<file path="config.mk">
export PLATFORM = sky130hd
export DESIGN_NAME = dds_phase_acc
export DESIGN_NICKNAME = d
export VERILOG_FILES = /design/src/rtl/dds_phase_acc.sv
export SDC_FILE = /design/constraint.sdc
export NUM_CORES = 1
export LEC_CHECK = 0
export CAP_MARGIN = 15
export CORE_AREA = 3 3 93 140
export CTS_BUF_LIST = sky130_fd_sc_hd__clkbuf_8
export DETAILED_ROUTE_END_ITERATION = 6
export DIE_AREA = 0 0 96 143
export GPL_TIMING_DRIVEN = 0
export HOLD_SLACK_MARGIN = 0.03
export PLACE_DENSITY = 0.68
export SETUP_SLACK_MARGIN = 0.2
export SYNTH_ARGS = -nofsm -noshare
export SYNTH_HDL_FRONTEND = slang
export SYNTH_SLANG_ARGS = --single-unit
</file>
<file path="constraint.sdc">
create_clock -name clk -period 3.95 [get_ports clk]
set_input_delay 0.5925 -clock clk [delete_from_list [all_inputs] [get_ports clk]]
set_output_delay 0.5925 -clock clk [all_outputs]
set_load 0.02 [all_outputs]
</file>
<file path="src/rtl/dds_phase_acc.sv">
// rtl/dds_phase_acc.sv - DDS phase accumulator with quarter-wave sine LUT folding
//
// Purpose:
//   Phase accumulator for a direct digital synthesiser. It drives an external
//   registered quarter-wave sine LUT and rebuilds a signed full-wave sample.
//   Pipeline: acc (edge N) -> lut_addr (N+1) -> lut_data (N+2) -> sample (N+3).
//
// Optional feature:
//   DDS_PHASE_DITHER_EN - when defined, 16-bit LFSR phase dither is added below
//   the phase LSB before truncation. The accumulator itself is unaffected.
//
// Ports:
//   clk          in   system clock, rising edge
//   rst_n        in   asynchronous active-low reset
//   en           in   advance accumulator this cycle
//   ftw_in       in   frequency tuning word (unsigned)
//   ftw_load     in   strobe: latch ftw_in
//   phase_sync   in   strobe: zero the accumulator (overrides en)
//   lut_addr     out  registered quarter-wave LUT address
//   lut_data     in   LUT read data, one clk after lut_addr
//   sample       out  registered signed full-wave sample
//   sample_valid out  sample carries a new value this cycle

module dds_phase_acc #(
  parameter int ACC_WIDTH = 32,
  parameter int LUT_WIDTH = 8
) (
  input  logic                 clk,
  input  logic                 rst_n,
  input  logic                 en,
  input  logic [ACC_WIDTH-1:0] ftw_in,
  input  logic                 ftw_load,
  input  logic                 phase_sync,
  output logic [LUT_WIDTH-1:0] lut_addr,
  input  logic [LUT_WIDTH-1:0] lut_data,
  output logic [LUT_WIDTH:0]   sample,
  output logic                 sample_valid
);

  // Phase word: 2 quadrant bits plus LUT_WIDTH index bits.
  localparam int PW = LUT_WIDTH + 2;

  logic [ACC_WIDTH-1:0] acc_q, acc_d;
  logic [ACC_WIDTH-1:0] ftw_q, ftw_d;
  logic                 v0_q, v0_d;

  logic [LUT_WIDTH-1:0] addr_q, addr_d;
  logic                 neg1_q, v1_q;
  logic                 neg2_q, v2_q;
  logic [LUT_WIDTH:0]   sample_q, sample_d;
  logic                 valid_q;

  logic [PW-1:0]        phase;
  logic [1:0]           quad;
  logic [LUT_WIDTH-1:0] idx;

  // Accumulator and tuning word next state.
  always_comb begin
    acc_d = acc_q;
    ftw_d = ftw_q;
    if (phase_sync) begin
      acc_d = '0;
    end else if (en) begin
      acc_d = acc_q + ftw_q;
    end
    if (ftw_load) begin
      ftw_d = ftw_in;
    end
    v0_d = en | phase_sync;
  end

`ifdef DDS_PHASE_DITHER_EN
  // Bits of acc below the phase LSB; the dither word is left-aligned there.
  localparam int LOW = ACC_WIDTH - PW;

  logic [15:0]          lfsr_q, lfsr_d;
  logic [ACC_WIDTH-1:0] dith;

  // Fibonacci LFSR, taps 16,14,13,11.
  always_comb begin
    lfsr_d = {lfsr_q[14:0], lfsr_q[15] ^ lfsr_q[13] ^ lfsr_q[12] ^ lfsr_q[10]};
  end

  always_ff @(posedge clk or negedge rst_n) begin
    if (!rst_n) begin
      lfsr_q <= 16'hACE1;
    end else begin
      lfsr_q <= lfsr_d;
    end
  end

  generate
    if (LOW >= 16) begin : g_dith_wide
      assign dith = ACC_WIDTH'(lfsr_q) << (LOW - 16);
    end else begin : g_dith_narrow
      // Fewer fraction bits than LFSR bits: keep only the LFSR MSBs.
      assign dith = ACC_WIDTH'(lfsr_q >> (16 - LOW));
    end
  endgenerate

  assign phase = PW'((acc_q + dith) >> (ACC_WIDTH - PW));
`else
  assign phase = acc_q[ACC_WIDTH-1 -: PW];
`endif

  assign quad = phase[PW-1:PW-2];
  assign idx  = phase[LUT_WIDTH-1:0];

  // Quadrants 1 and 3 walk the quarter wave backwards; 2 and 3 are negated.
  always_comb begin
    addr_d   = quad[0] ? ~idx : idx;
    sample_d = neg2_q ? -{1'b0, lut_data} : {1'b0, lut_data};
  end

  always_ff @(posedge clk or negedge rst_n) begin
    if (!rst_n) begin
      acc_q    <= '0;
      ftw_q    <= '0;
      v0_q     <= 1'b0;
      addr_q   <= '0;
      neg1_q   <= 1'b0;
      v1_q     <= 1'b0;
      neg2_q   <= 1'b0;
      v2_q     <= 1'b0;
      sample_q <= '0;
      valid_q  <= 1'b0;
    end else begin
      acc_q    <= acc_d;
      ftw_q    <= ftw_d;
      v0_q     <= v0_d;
      // Pipeline runs every cycle; only the valid bits follow en.
      addr_q   <= addr_d;
      neg1_q   <= quad[1];
      v1_q     <= v0_q;
      neg2_q   <= neg1_q;
      v2_q     <= v1_q;
      sample_q <= sample_d;
      valid_q  <= v2_q;
    end
  end

  assign lut_addr     = addr_q;
  assign sample       = sample_q;
  assign sample_valid = valid_q;

endmodule

</file>
==> results.py <==
metrics = {
    "status": {
        "outcome": "complete, no violations",
    },
    "clocking": {
        "post-cts-setup-buffers": 0,
        "post_cts_resize_count": 0,
        "clock_path_buffers": 2,
        "clk_pin_slew_ns": 0.09,
        "cts_sinks": 87,
        "cts_root_buf": "clkbuf_8",
        "cts_tree": "done",
        "numCtsBuffers": 9,
        "cts_hold_buf": 0,
        "clkLatencyLatePin_ns": 0.37,
        "htree_levels": 3,
    },
    "placed_design": {
        "placed_cells": 644,
        "routabilityCongestion": 0.9046,
        "place_area_um2": 5532,
        "port_buffers": 59,
        "place_hpwl_um": 7410,
    },
    "floorplan": {
        "dieArea_um2": 13730,
        "num_rows": 49,
        "die_w_um": 96,
        "initial_core_util_pct": 39.52,
        "die_h_um": 143,
        "boundaryPins": 63,
        "core_area_um2": 11960,
    },
    "layout": {
        "antenna_cells": 0,
        "nets": 580,
        "fin_cells": 660,
        "final_cell_mix": "dfrtp_1, clkdlybuf4s50_1, nor2_1, mux2_2, ha_1",
        "postLayoutCellArea_um2": 5707,
        "syn2layout_area_growth_pct": 20.79,
        "n_fill_cell": 1134,
        "final_common_cell": "dfrtp_1",
        "drive_gt1_share_pct": 12.03,
    },
    "grt": {
        "grt_max_degree": 52,
        "grt_pass1_wl_um": 17010,
        "grt_pass1_vias": 3616,
        "antenna_found_initial": 0,
        "overflow": 0,
        "grt_use_total_pct": 15.95,
    },
    "sta": {
        "clock_skew_ns": 0.007753,
        "slew_violations": 0,
        "worst_slew_pin_slew_ns": 0.8801,
        "slew_headroom_pct": 41.11,
        "max_freq_mhz": 321.4,
        "hold_viol_final": 0,
        "grt_setup_unrepaired": "false",
        "layout_min_cycle_time_ns": 3.111,
        "setup_violations": 0,
        "fin_crit_sh_pct": 78.77,
    },
    "route": {
        "routed_wl_um": 9969,
        "first_pass_iters": 4,
        "final_antenna_net_count": 0,
        "avgRoutedWirePerCell_um": 15.10,
        "via_per_inst": 5.232,
        "routed-via-count": 3453,
        "drt_iter0_drc": 188,
        "drcViolationCount": 0,
    },
    "synthesis": {
        "synth_cell_types": 47,
        "synthesis.area_um2": 4725,
        "synth_compound_area_share_pct": 16.13,
        "synth_fp_nets": 509,
        "yosys_most_used_dff": "dfrtp_1",
        "synth_fa_ha_area_share_pct": 8.898,
        "syn_inst": 431,
        "synth_warnings": 0,
        "ys_seq_area_share_pct": 46.08,
        "avgSynthCellArea_um2": 10.96,
        "synthMuxAreaShare_pct": 11.47,
        "synth_edf_count": 0,
        "synth_top_family_by_area": "compound AO/OA/AOI/OAI gates",
        "async_flop_share_pct": 100.0,
        "synth_xor_area_share_pct": 7.044,
        "synth_seq_cells": 87,
        "synth_simple_gate_area_share_pct": 8.130,
    },
    "setup_path": {
        "crit_path_end_kind": "flop",
        "cp.arrival_ns": 3.37,
        "crit_buf_inv": 1,
        "r2r-start": "acc_q[0]",
        "rr_worst_depth": 13,
        "cp.required_ns": 4.21,
        "ff2ff_setup_slack_ns": 0.84,
        "worst-path-stages": 13,
        "critPathSlowestCell": "fa_1",
        "path_max_fanout": 4,
        "r2r-end": "acc_q[30]",
        "cpPeakStageDelay_ns": 0.40,
        "criticalPathCategory": "reg -> reg",
        "crit_path_start_kind": "flop",
        "path_delay_family": "compound AO/OA/AOI/OAI gates",
        "crit_chain": "ha_1 -> inv_1 -> fa_1 -> nor2b_1 -> o31a_1 -> o22ai_2 -> o211ai_1 -> and2_4 -> a211oi_2 -> o31ai_1 -> a31oi_1 -> xnor2_1 -> a22o_1",
    },
    "min_path": {
        "hold_path.class": "in -> async",
    },
    "power_and_ir_drop": {
        "powerDensity_nw_per_um2": 506.6,
        "peakVddDrop_uv": 178.9,
        "p_leak_uw": 0.002626,
    },
    "flow_run": {
        "cap_violations": 0,
    },
}
## synth_stat cells, types with 4 or more instances
cell type	number	area share [%]
a31oi_1	5	0.66
nor2_1	41	3.3
nand4_1	4	0.53
a21oi_1	27	2.9
inv_1	11	0.87
nand3_1	4	0.42
xor2_1	14	2.6
xnor2_1	24	4.4
o21a_1	6	0.95
nand2_1	20	1.6
o21ai_1	6	0.64
o21ai_0	16	1.7
clkbuf_1	14	1.1
a21o_1	15	2.4
mux2i_1	17	3.6
a22o_1	9	1.7
nor2b_1	5	0.66
mux2_2	32	7.6
ha_1	32	8.5
dfrtp_1	87	46
## worst max path at each step
| stage | startpoint | to | slack, ns |
|---|---|---|---|
| floorplan | acc_q[1] | acc_q[31] | 1.20 |
| CTS | acc_q[0] | acc_q[30] | 0.83 |
| global route | acc_q[0] | acc_q[30] | 0.63 |
| global placement | rst_n | ftw_q[8] | -0.83 |
| finish | acc_q[0] | acc_q[30] | 0.84 |
| detailed placement | acc_q[0] | acc_q[30] | 0.85 |
## report_power, final
| part | leakage, µW | total, µW | switching, µW | internal [µW] |
|---|---|---|---|---|
| logic | 0.00146 | 1180 | 620 | 561 |
| registers | 0.00108 | 1140 | 86.5 | 1050 |
| clock network | 0.0000895 | 571 | 329 | 242 |
| total | 0.00263 | 2890 | 1030 | 1860 |
## worst reg2reg max path: cells and delay by family (launching register included)
| family | cells | cell delay (ns) |
|---|---|---|
| adder cells (fa/ha/maj) | 2 | 0.62 |
| XOR/XNOR | 1 | 0.15 |
| flip-flops | 1 | 0.36 |
| AND/OR/NAND/NOR | 2 | 0.38 |
| AO/OA/AOI/OAI | 7 | 1.45 |
| buffers and inverters | 1 | 0.07 |
## layer usage
layer	vias to the layer above	track usage (%)	wire length [µm]
met2	72	27.92	5227
met1	1674	18.55	4090
met3	20	3.057	397
li1	1687	-	-
met5	-	0	0
met4	0	7.046	253
## cells by family (layout without fill, tap and decap cells)
kind of cell / count (synthesis) / in the layout
xor gates and xnor gates: 38 / 38
buffers and inverters: 28 / 104
muxes: 50 / 50
adders and majority gates: 33 / 33
and+or+nand+nor: 86 / 86
AOI/OAI and AO/OA: 109 / 109
DFF: 87 / 87
## through the flow
| stage | total power, µW | setup WS (ns) | hold slack (ns) | TNS (ns) | utilization, % |
|---|---|---|---|---|---|
| final | 2891 | 0.8386 | 0.1874 | 0 | 47.73 |
| after global routing | 3104 | 0.6257 | 0.2158 | 0 | 47.73 |
| after floorplan | 1991 | 1.205 | 0.2969 | 0 | - |
| after detailed placement | 2336 | 0.8524 | 0.3420 | 0 | 46.27 |
| after global placement | 2297 | -0.8261 | 0.3318 | -71.15 | 46.06 |
| after CTS | 2918 | 0.8326 | 0.1955 | 0 | 47.73 |
## layout make-up
type	instances	area [µm²]	area share, %
plain buffers	17	65.06	1.140
clock buffers	10	137.6	2.412
clock inverters	6	37.54	0.6578
inverters	11	41.29	0.7235
multi-input cells	316	2441	42.78
flip-flops and latches	87	2177	38.15
well taps	153	191.4	3.355
repair buffers	60	615.6	10.79
## state kept, by name, indices dropped and copies added (netlist names)
name / flops
acc_q: 32
ftw_q: 32
sample: 9
lut_addr: 8
neg1_q: 1
neg2_q: 1
sample_valid: 1
v0_q: 1
v1_q: 1
v2_q: 1
Power figures use the tool's default switching activity.
